## config.mk

```make
export PLATFORM = sky130hd
export DESIGN_NAME = bcd_addsub_serial
export DESIGN_NICKNAME = d
export VERILOG_FILES = /design/src/rtl/bcd_pkg.sv /design/src/rtl/bcd_digit_step.sv /design/src/rtl/bcd_addsub_serial.sv
export SDC_FILE = /design/constraint.sdc
export NUM_CORES = 1
export LEC_CHECK = 0
export ABC_AREA = 1
export BUFFER_PORTS_ARGS = -buffer_cell sky130_fd_sc_hd__buf_2
export CORE_ASPECT_RATIO = 2
export CORE_MARGIN = 8
export CORE_UTILIZATION = 55
export CTS_BUF_LIST = sky130_fd_sc_hd__clkbuf_8
export CTS_CLUSTER_SIZE = 28
export DETAILED_ROUTE_END_ITERATION = 10
export GPL_ROUTABILITY_DRIVEN = 0
export MAX_ROUTING_LAYER = met4
export PLACE_DENSITY = 0.76
export SYNTH_ARGS = -nofsm -noshare
export SYNTH_HDL_FRONTEND = slang
export SYNTH_SLANG_ARGS = --single-unit
```

## constraint.sdc

```tcl
create_clock -name clk -period 9.9 [get_ports clk]
set_clock_uncertainty 0.05 [all_clocks]
set_input_delay 1.98 -clock clk [delete_from_list [all_inputs] [get_ports clk]]
set_output_delay 1.98 -clock clk [all_outputs]
set_load 0.02 [all_outputs]
```

## src/rtl/bcd_pkg.sv

```systemverilog
// Shared types for the serial BCD adder/subtractor: digit type, FSM states,
// and the nine's-complement helper used by both the CALC and FIX passes.
package bcd_pkg;

  typedef logic [3:0] bcd_digit_t;

  typedef enum logic [1:0] {
    IDLE = 2'd0,
    CALC = 2'd1,
    FIX  = 2'd2,
    DONE = 2'd3
  } state_t;

  function automatic bcd_digit_t nines_comp(input bcd_digit_t d);
    return 4'd9 - d;
  endfunction

endpackage

```

## src/rtl/bcd_digit_step.sv

```systemverilog
// One decimal digit of addition with carry: s = x + y + c, decimal-adjusted
// by +6 whenever the binary sum exceeds 9.
module bcd_digit_step
  import bcd_pkg::*;
(
  input  bcd_digit_t x,
  input  bcd_digit_t y,
  input  logic       c,
  output bcd_digit_t digit,
  output logic       carry
);

  logic [4:0] sum_s;

  // Binary digit sum followed by decimal adjust
  always_comb begin
    sum_s = {1'b0, x} + {1'b0, y} + {4'b0000, c};
    if (sum_s > 5'd9) begin
      digit = sum_s[3:0] + 4'd6;
      carry = 1'b1;
    end else begin
      digit = sum_s[3:0];
      carry = 1'b0;
    end
  end

endmodule

```

## src/rtl/bcd_addsub_serial.sv

```systemverilog
// Digit-serial packed-BCD adder/subtractor, one digit per clock, LSD first.
// Subtraction uses nine's complement; a negative raw result is recomplemented
// in a second serial pass (FIX). Optional invalid-digit flag: BCD_DIGIT_CHECK_EN.
module bcd_addsub_serial
  import bcd_pkg::*;
#(
  parameter int N_DIGITS = 4
) (
  input  logic                  clk,
  input  logic                  rst,
  input  logic                  in_valid,
  output logic                  in_ready,
  input  logic [4*N_DIGITS-1:0] a,
  input  logic [4*N_DIGITS-1:0] b,
  input  logic                  sub,
  output logic                  out_valid,
  input  logic                  out_ready,
  output logic [4*N_DIGITS-1:0] result,
  output logic                  cout,
  output logic                  neg,
  output logic                  err
);

  localparam int W     = 4 * N_DIGITS;
  localparam int IDX_W = (N_DIGITS > 1) ? $clog2(N_DIGITS) : 1;
  localparam logic [IDX_W-1:0] IDX_LAST = IDX_W'(N_DIGITS - 1);

  state_t           state_q, state_d;
  logic [IDX_W-1:0] idx_q, idx_d;
  logic             carry_q, carry_d;
  logic             sub_q, sub_d;
  logic [W-1:0]     a_q, a_d;
  logic [W-1:0]     b_q, b_d;
  logic [W-1:0]     sum_q, sum_d;
  logic [W-1:0]     result_q, result_d;
  logic             cout_q, cout_d;
  logic             neg_q, neg_d;

  bcd_digit_t       step_x_s, step_y_s, step_digit_s;
  logic             step_c_s, step_carry_s;
  logic [W-1:0]     sum_shift_s;
  logic             accept_s;
  logic             done_enter_s;
  logic             last_s;

  bcd_digit_step u_step (
    .x     (step_x_s),
    .y     (step_y_s),
    .c     (step_c_s),
    .digit (step_digit_s),
    .carry (step_carry_s)
  );

  assign accept_s     = in_valid & (state_q == IDLE);
  assign done_enter_s = (state_q != DONE) & (state_d == DONE);
  assign last_s       = (idx_q == IDX_LAST);
  // New digit enters at the top so the finished word is in natural order
  assign sum_shift_s  = (W'(step_digit_s) << (W - 4)) | (sum_q >> 4);

  // Next-state, datapath steering and result capture
  always_comb begin
    state_d  = state_q;
    idx_d    = idx_q;
    carry_d  = carry_q;
    sub_d    = sub_q;
    a_d      = a_q;
    b_d      = b_q;
    sum_d    = sum_q;
    result_d = result_q;
    cout_d   = cout_q;
    neg_d    = neg_q;
    step_x_s = a_q[3:0];
    step_y_s = sub_q ? nines_comp(b_q[3:0]) : b_q[3:0];
    step_c_s = carry_q;

    case (state_q)
      IDLE: begin
        if (accept_s) begin
          a_d     = a;
          b_d     = b;
          sub_d   = sub;
          carry_d = sub;
          idx_d   = '0;
          sum_d   = '0;
          state_d = CALC;
        end else begin
          state_d = IDLE;
        end
      end
      CALC: begin
        a_d     = a_q >> 4;
        b_d     = b_q >> 4;
        sum_d   = sum_shift_s;
        carry_d = step_carry_s;
        if (last_s) begin
          if (!sub_q || step_carry_s) begin
            state_d  = DONE;
            result_d = sum_shift_s;
            cout_d   = step_carry_s;
            neg_d    = 1'b0;
          end else begin
            // a < b: raw sum is 10^N + a - b, recomplement it
            state_d = FIX;
            idx_d   = '0;
            carry_d = 1'b1;
          end
        end else begin
          idx_d = idx_q + IDX_W'(1);
        end
      end
      FIX: begin
        step_x_s = 4'd0;
        step_y_s = nines_comp(sum_q[3:0]);
        sum_d    = sum_shift_s;
        carry_d  = step_carry_s;
        if (last_s) begin
          state_d  = DONE;
          result_d = sum_shift_s;
          cout_d   = 1'b0;
          neg_d    = 1'b1;
        end else begin
          idx_d = idx_q + IDX_W'(1);
        end
      end
      DONE: begin
        if (out_ready) begin
          state_d = IDLE;
        end else begin
          state_d = DONE;
        end
      end
      default: begin
        state_d = IDLE;
      end
    endcase
  end

  // State, operand, shift and result registers
  always_ff @(posedge clk or posedge rst) begin
    if (rst) begin
      state_q  <= IDLE;
      idx_q    <= '0;
      carry_q  <= 1'b0;
      sub_q    <= 1'b0;
      a_q      <= '0;
      b_q      <= '0;
      sum_q    <= '0;
      result_q <= '0;
      cout_q   <= 1'b0;
      neg_q    <= 1'b0;
    end else begin
      state_q  <= state_d;
      idx_q    <= idx_d;
      carry_q  <= carry_d;
      sub_q    <= sub_d;
      a_q      <= a_d;
      b_q      <= b_d;
      sum_q    <= sum_d;
      result_q <= result_d;
      cout_q   <= cout_d;
      neg_q    <= neg_d;
    end
  end

  assign in_ready  = (state_q == IDLE);
  assign out_valid = (state_q == DONE);
  assign result    = result_q;
  assign cout      = cout_q;
  assign neg       = neg_q;

`ifdef BCD_DIGIT_CHECK_EN
  logic in_bad_s;
  logic err_pend_q;
  logic err_q;

  // Any nibble above 9 in either operand
  always_comb begin
    in_bad_s = 1'b0;
    for (int i = 0; i < N_DIGITS; i++) begin
      in_bad_s = in_bad_s | (a[4*i +: 4] > 4'd9) | (b[4*i +: 4] > 4'd9);
    end
  end

  // Flag latched at acceptance, published alongside the result
  always_ff @(posedge clk or posedge rst) begin
    if (rst) begin
      err_pend_q <= 1'b0;
      err_q      <= 1'b0;
    end else begin
      if (accept_s) begin
        err_pend_q <= in_bad_s;
      end
      if (done_enter_s) begin
        err_q <= err_pend_q;
      end
    end
  end

  assign err = err_q;
`else
  assign err = 1'b0;
`endif

endmodule

```

==> parameters.txt <==
Parameter                              Value

Drt
  DR DRC count ... 0
  Total Wirelength ... between 7000 and 8000 um
  Total via count after detailed routing ... 2876
  Detail-routed net length per standard cell ... ~14 um
  Detailed-router iteration count before antenna repair ... 4
  Starting DRC count in detailed routing ... 240
  Drt via density ... 5.13
  Routed Antenna Nets ... 0

Worst setup path
  Type of the worst setup path ... flop to flop
  Data arrival time of the critical path ... ~4.1 ns
  Dominant delay contributor by cell family on the critical path ... adder cells
  Worst path slowest cell ... sky130_fd_sc_hd__fa_1
  Required @ worst endpoint ... 10.08 ns
  Critical Path, Cell by Cell ... inv_1, ha_1, clkinv_1, nor2_1, a31oi_1, fa_1, inv_1, fa_1, inv_1, ha_1, inv_1, o21ai_1, nand2_1, inv_2, nand2_4, nand4_4, nand3_4, nand2_1, o21ai_2
  CP bufs+invs ... 6
  Most frequent cell on the critical path ... sky130_fd_sc_hd__inv_1
  Maximum cell stage delay along the critical path ... ~0.44 ns
  Startpoint types ... flop
  Worst Setup End Kind ... flop
  Worst-path fanout max ... 36

Timing
  Final Critical Period ... roughly 4.0 ns
  Transition time of the tightest slew-check pin ... about 1.2 ns
  Worst slew slack as a fraction of its limit ... 0.178
  Period Utilization, post-route ... 0.400
  Total negative setup slack ... 0 ns
  Hold slack final ... roughly 0.43 ns
  Number of hold-slack violations in the final timing report ... 0
  Max Freq ... between 0.2 and 0.3 GHz
  Final setup violating endpoints ... 0
  RSZ-0062 raised after global routing ... no
  Final Max Tran Viols ... 0

Finish
  Most common library cell in the layout ignoring fill and taps ... sky130_fd_sc_hd__nand2_1
  Fillers ... 624
  Net count reported at finish ... between 500 and 600
  Area Growth Syn to Fin ... 13.3%
  Most frequent cells in the layout ... 81 x sky130_fd_sc_hd__nand2_1, 72 x sky130_fd_sc_hd__dfrtp_1, 59 x sky130_fd_sc_hd__inv_1
  Share of post-route cells with drive strength above 1 ... 0.247
  Antenna diode count ... 0

Floorplanning
  Chip width ... around 74 um
  Die height ... around 130 um
  Core Footprint ... roughly 0.0065 sq mm
  Die Outline Area ... 0.00966 sq mm
  Number of standard-cell rows in the floorplan ... 42
  Initial core utilization ... 0.561
  Boundary pin count ... 58

Clocking
  Count of buffers added by post-CTS timing repair for setup ... 0
  Post-CTS Resized ... 0
  CTS Buf Count ... 9
  CTS tree ... yes
  Number of buffers added to fix hold violations after cts ... 0
  Count of clock tree sinks ... 72
  Largest buffer count on any clock path ... 2
  CTS root buffer ... sky130_fd_sc_hd__clkbuf_8
  Clock insertion delay at the later pin of the skew report ... 0.36 ns
  Clock transition at the register clock pins on the worst setup and hold paths after CTS ... 0.07 ns
  H-tree depth ... 3

Yosys
  Parity-gate share of the synthesized area counting xor and xnor cells ... 0.00479
  Portion of netlist area occupied by mux cells ... 0
  Summed instance area of the synthesized netlist ... 0.00365 sq mm
  Share of the synthesized area in compound gates (AO/OA/AOI/OAI) ... 0.168
  Synthesized net count ... about 470
  Number of warnings issued by yosys ... 0
  Top area cells in the synthesized netlist ... sky130_fd_sc_hd__dfrtp_1 49%, sky130_fd_sc_hd__nand2_1 8.3%, sky130_fd_sc_hd__inv_1 6.1%, sky130_fd_sc_hd__ha_1 4.1%, sky130_fd_sc_hd__o21ai_2 4.1%
  Post-Synthesis Cells ... about 420
  Largest area contributor in the synthesized netlist ... sky130_fd_sc_hd__dfrtp_1
  Number of synthesized register bits ... 72
  Basic-gate share of the synthesized area counting and, or, nand and nor cells ... 0.183
  Mean instance size in the synthesized netlist ... around 8.7 sq um
  Adder-cell area share of the yosys netlist ... 0.0521
  Largest family of logic cells by synthesized area ... simple AND/OR/NAND/NOR gates
  Share of synthesized area occupied by flip-flops and latches ... 0.493
  Area share of the largest cell type after synthesis ... 0.493
  Distinct cell type count of the synthesized netlist ... 32

Global route
  Pin count of the biggest net entering global routing ... between 70 and 80
  Via count of the first global-routing pass ... roughly 2900
  Antenna violations before repair ... 0
  Tot GR Track Use ... 0.174
  Wire length of the first global-routing pass ... ~13000 um
  Aggregate global routing overflow ... 0

Place
  Total half-perimeter wirelength after legalization and detailed placement ... about 5300 um
  Port-buffer cells ... 56

Job
  Max Cap Viol ... 0

Min path
  Tightest Hold Check Type ... flop to flop

Outcome
  Status ... finished, final reports clean
==> layout make-up <==
| class | count | area, sq um | area share |
|---|---|---|---|
| inverter | 65 | 244 | 0.0590 |
| tap | 88 | 110 | 0.0266 |
| clock inverter | 4 | 18.8 | 0.00454 |
| clock buffer | 12 | 165 | 0.0399 |
| multi-input combinational | 262 | 1500 | 0.363 |
| timing repair buffer | 58 | 295 | 0.0714 |
| sequential | 72 | 1800 | 0.435 |
==> tightest hold or removal path, delay by kind of cell (launching register included) <==
kind	cells	cell delay, ns
AND/OR/NAND/NOR	2	0.11
flip-flops	1	0.35
==> cell usage after synthesis <==
library cell               instances
sky130_fd_sc_hd__a211oi_1          1
sky130_fd_sc_hd__a21oi_1           5
sky130_fd_sc_hd__a21oi_2           1
sky130_fd_sc_hd__a31oi_1          16
sky130_fd_sc_hd__buf_1             1
sky130_fd_sc_hd__buf_2             3
sky130_fd_sc_hd__buf_4             5
sky130_fd_sc_hd__buf_6             3
sky130_fd_sc_hd__clkbuf_1          7
sky130_fd_sc_hd__clkinv_1          2
sky130_fd_sc_hd__conb_1            1
sky130_fd_sc_hd__dfrtp_1          72
sky130_fd_sc_hd__fa_1              2
sky130_fd_sc_hd__ha_1             12
sky130_fd_sc_hd__inv_1            59
sky130_fd_sc_hd__inv_2             4
sky130_fd_sc_hd__nand2_1          81
sky130_fd_sc_hd__nand2_2          15
sky130_fd_sc_hd__nand2_4           1
sky130_fd_sc_hd__nand3_1          16
sky130_fd_sc_hd__nand3_4           1
sky130_fd_sc_hd__nand4_1           2
sky130_fd_sc_hd__nand4_4           1
sky130_fd_sc_hd__nor2_1           29
sky130_fd_sc_hd__nor3_1            1
sky130_fd_sc_hd__o211ai_1          9
sky130_fd_sc_hd__o21ai_0          25
sky130_fd_sc_hd__o21ai_1           6
sky130_fd_sc_hd__o21ai_2          17
sky130_fd_sc_hd__o22ai_1          16
sky130_fd_sc_hd__or2_2             2
sky130_fd_sc_hd__xor2_1            2
==> stage by stage <==
stage | instances | setup slack (ns) | instance area, sq um | util
3_3_place_gp | 545 | 6.09 | 3950 | 0.607
5_1_grt | 561 | 5.53 | 4140 | 0.635
3_5_place_dp | 545 | 5.94 | 3950 | 0.607
6_report | 561 | 5.94 | 4140 | 0.635
2_1_floorplan | 418 | 6.05 | 3650 | -
4_1_cts | 561 | 5.94 | 4140 | 0.635
==> routing by layer <==
layer	wire (um)	GRT usage	vias up
li1	-	-	1452
met3	334	0.0518	11
met5	0	-	-
met2	3860	0.264	66
met1	3310	0.206	1347
met4	130	0.0751	0
==> sequential cells by signal, summed over array words and instances (netlist names) <==
| name | count |
|---|---|
| result | 16 |
| sub_q | 1 |
| carry_q | 1 |
| a_q | 16 |
| neg | 1 |
| idx_q | 2 |
| cout | 1 |
| state_q | 2 |
| sum_q | 16 |
| b_q | 16 |
==> final timing paths <==
kind	from	endpoint	slack, ns	depth (start not counted)
worst max-delay path	state_q[0]	result[12]	5.94	19
worst min-delay path	idx_q[1]	idx_q[1]	0.43	2
worst max register to register	state_q[0]	result[12]	5.94	19
worst min register to register	idx_q[1]	idx_q[1]	0.43	2
max in group asynchronous	rst	a_q[12]	7.40	3
min in group asynchronous	rst	sum_q[12]	1.83	3
==> logic make-up (layout without fill, tap and decap cells) <==
family          Yosys count  in the layout
flops                    72             72
other cells               1              1
fa+ha+maj                14             14
compound gates           96             96
buf+inv                  84            139
simple gates            149            149
xor+xnor                  2              2
Power is not shown: default switching activity piles up to over one toggle a cycle in this logic, so the estimate is an artifact.
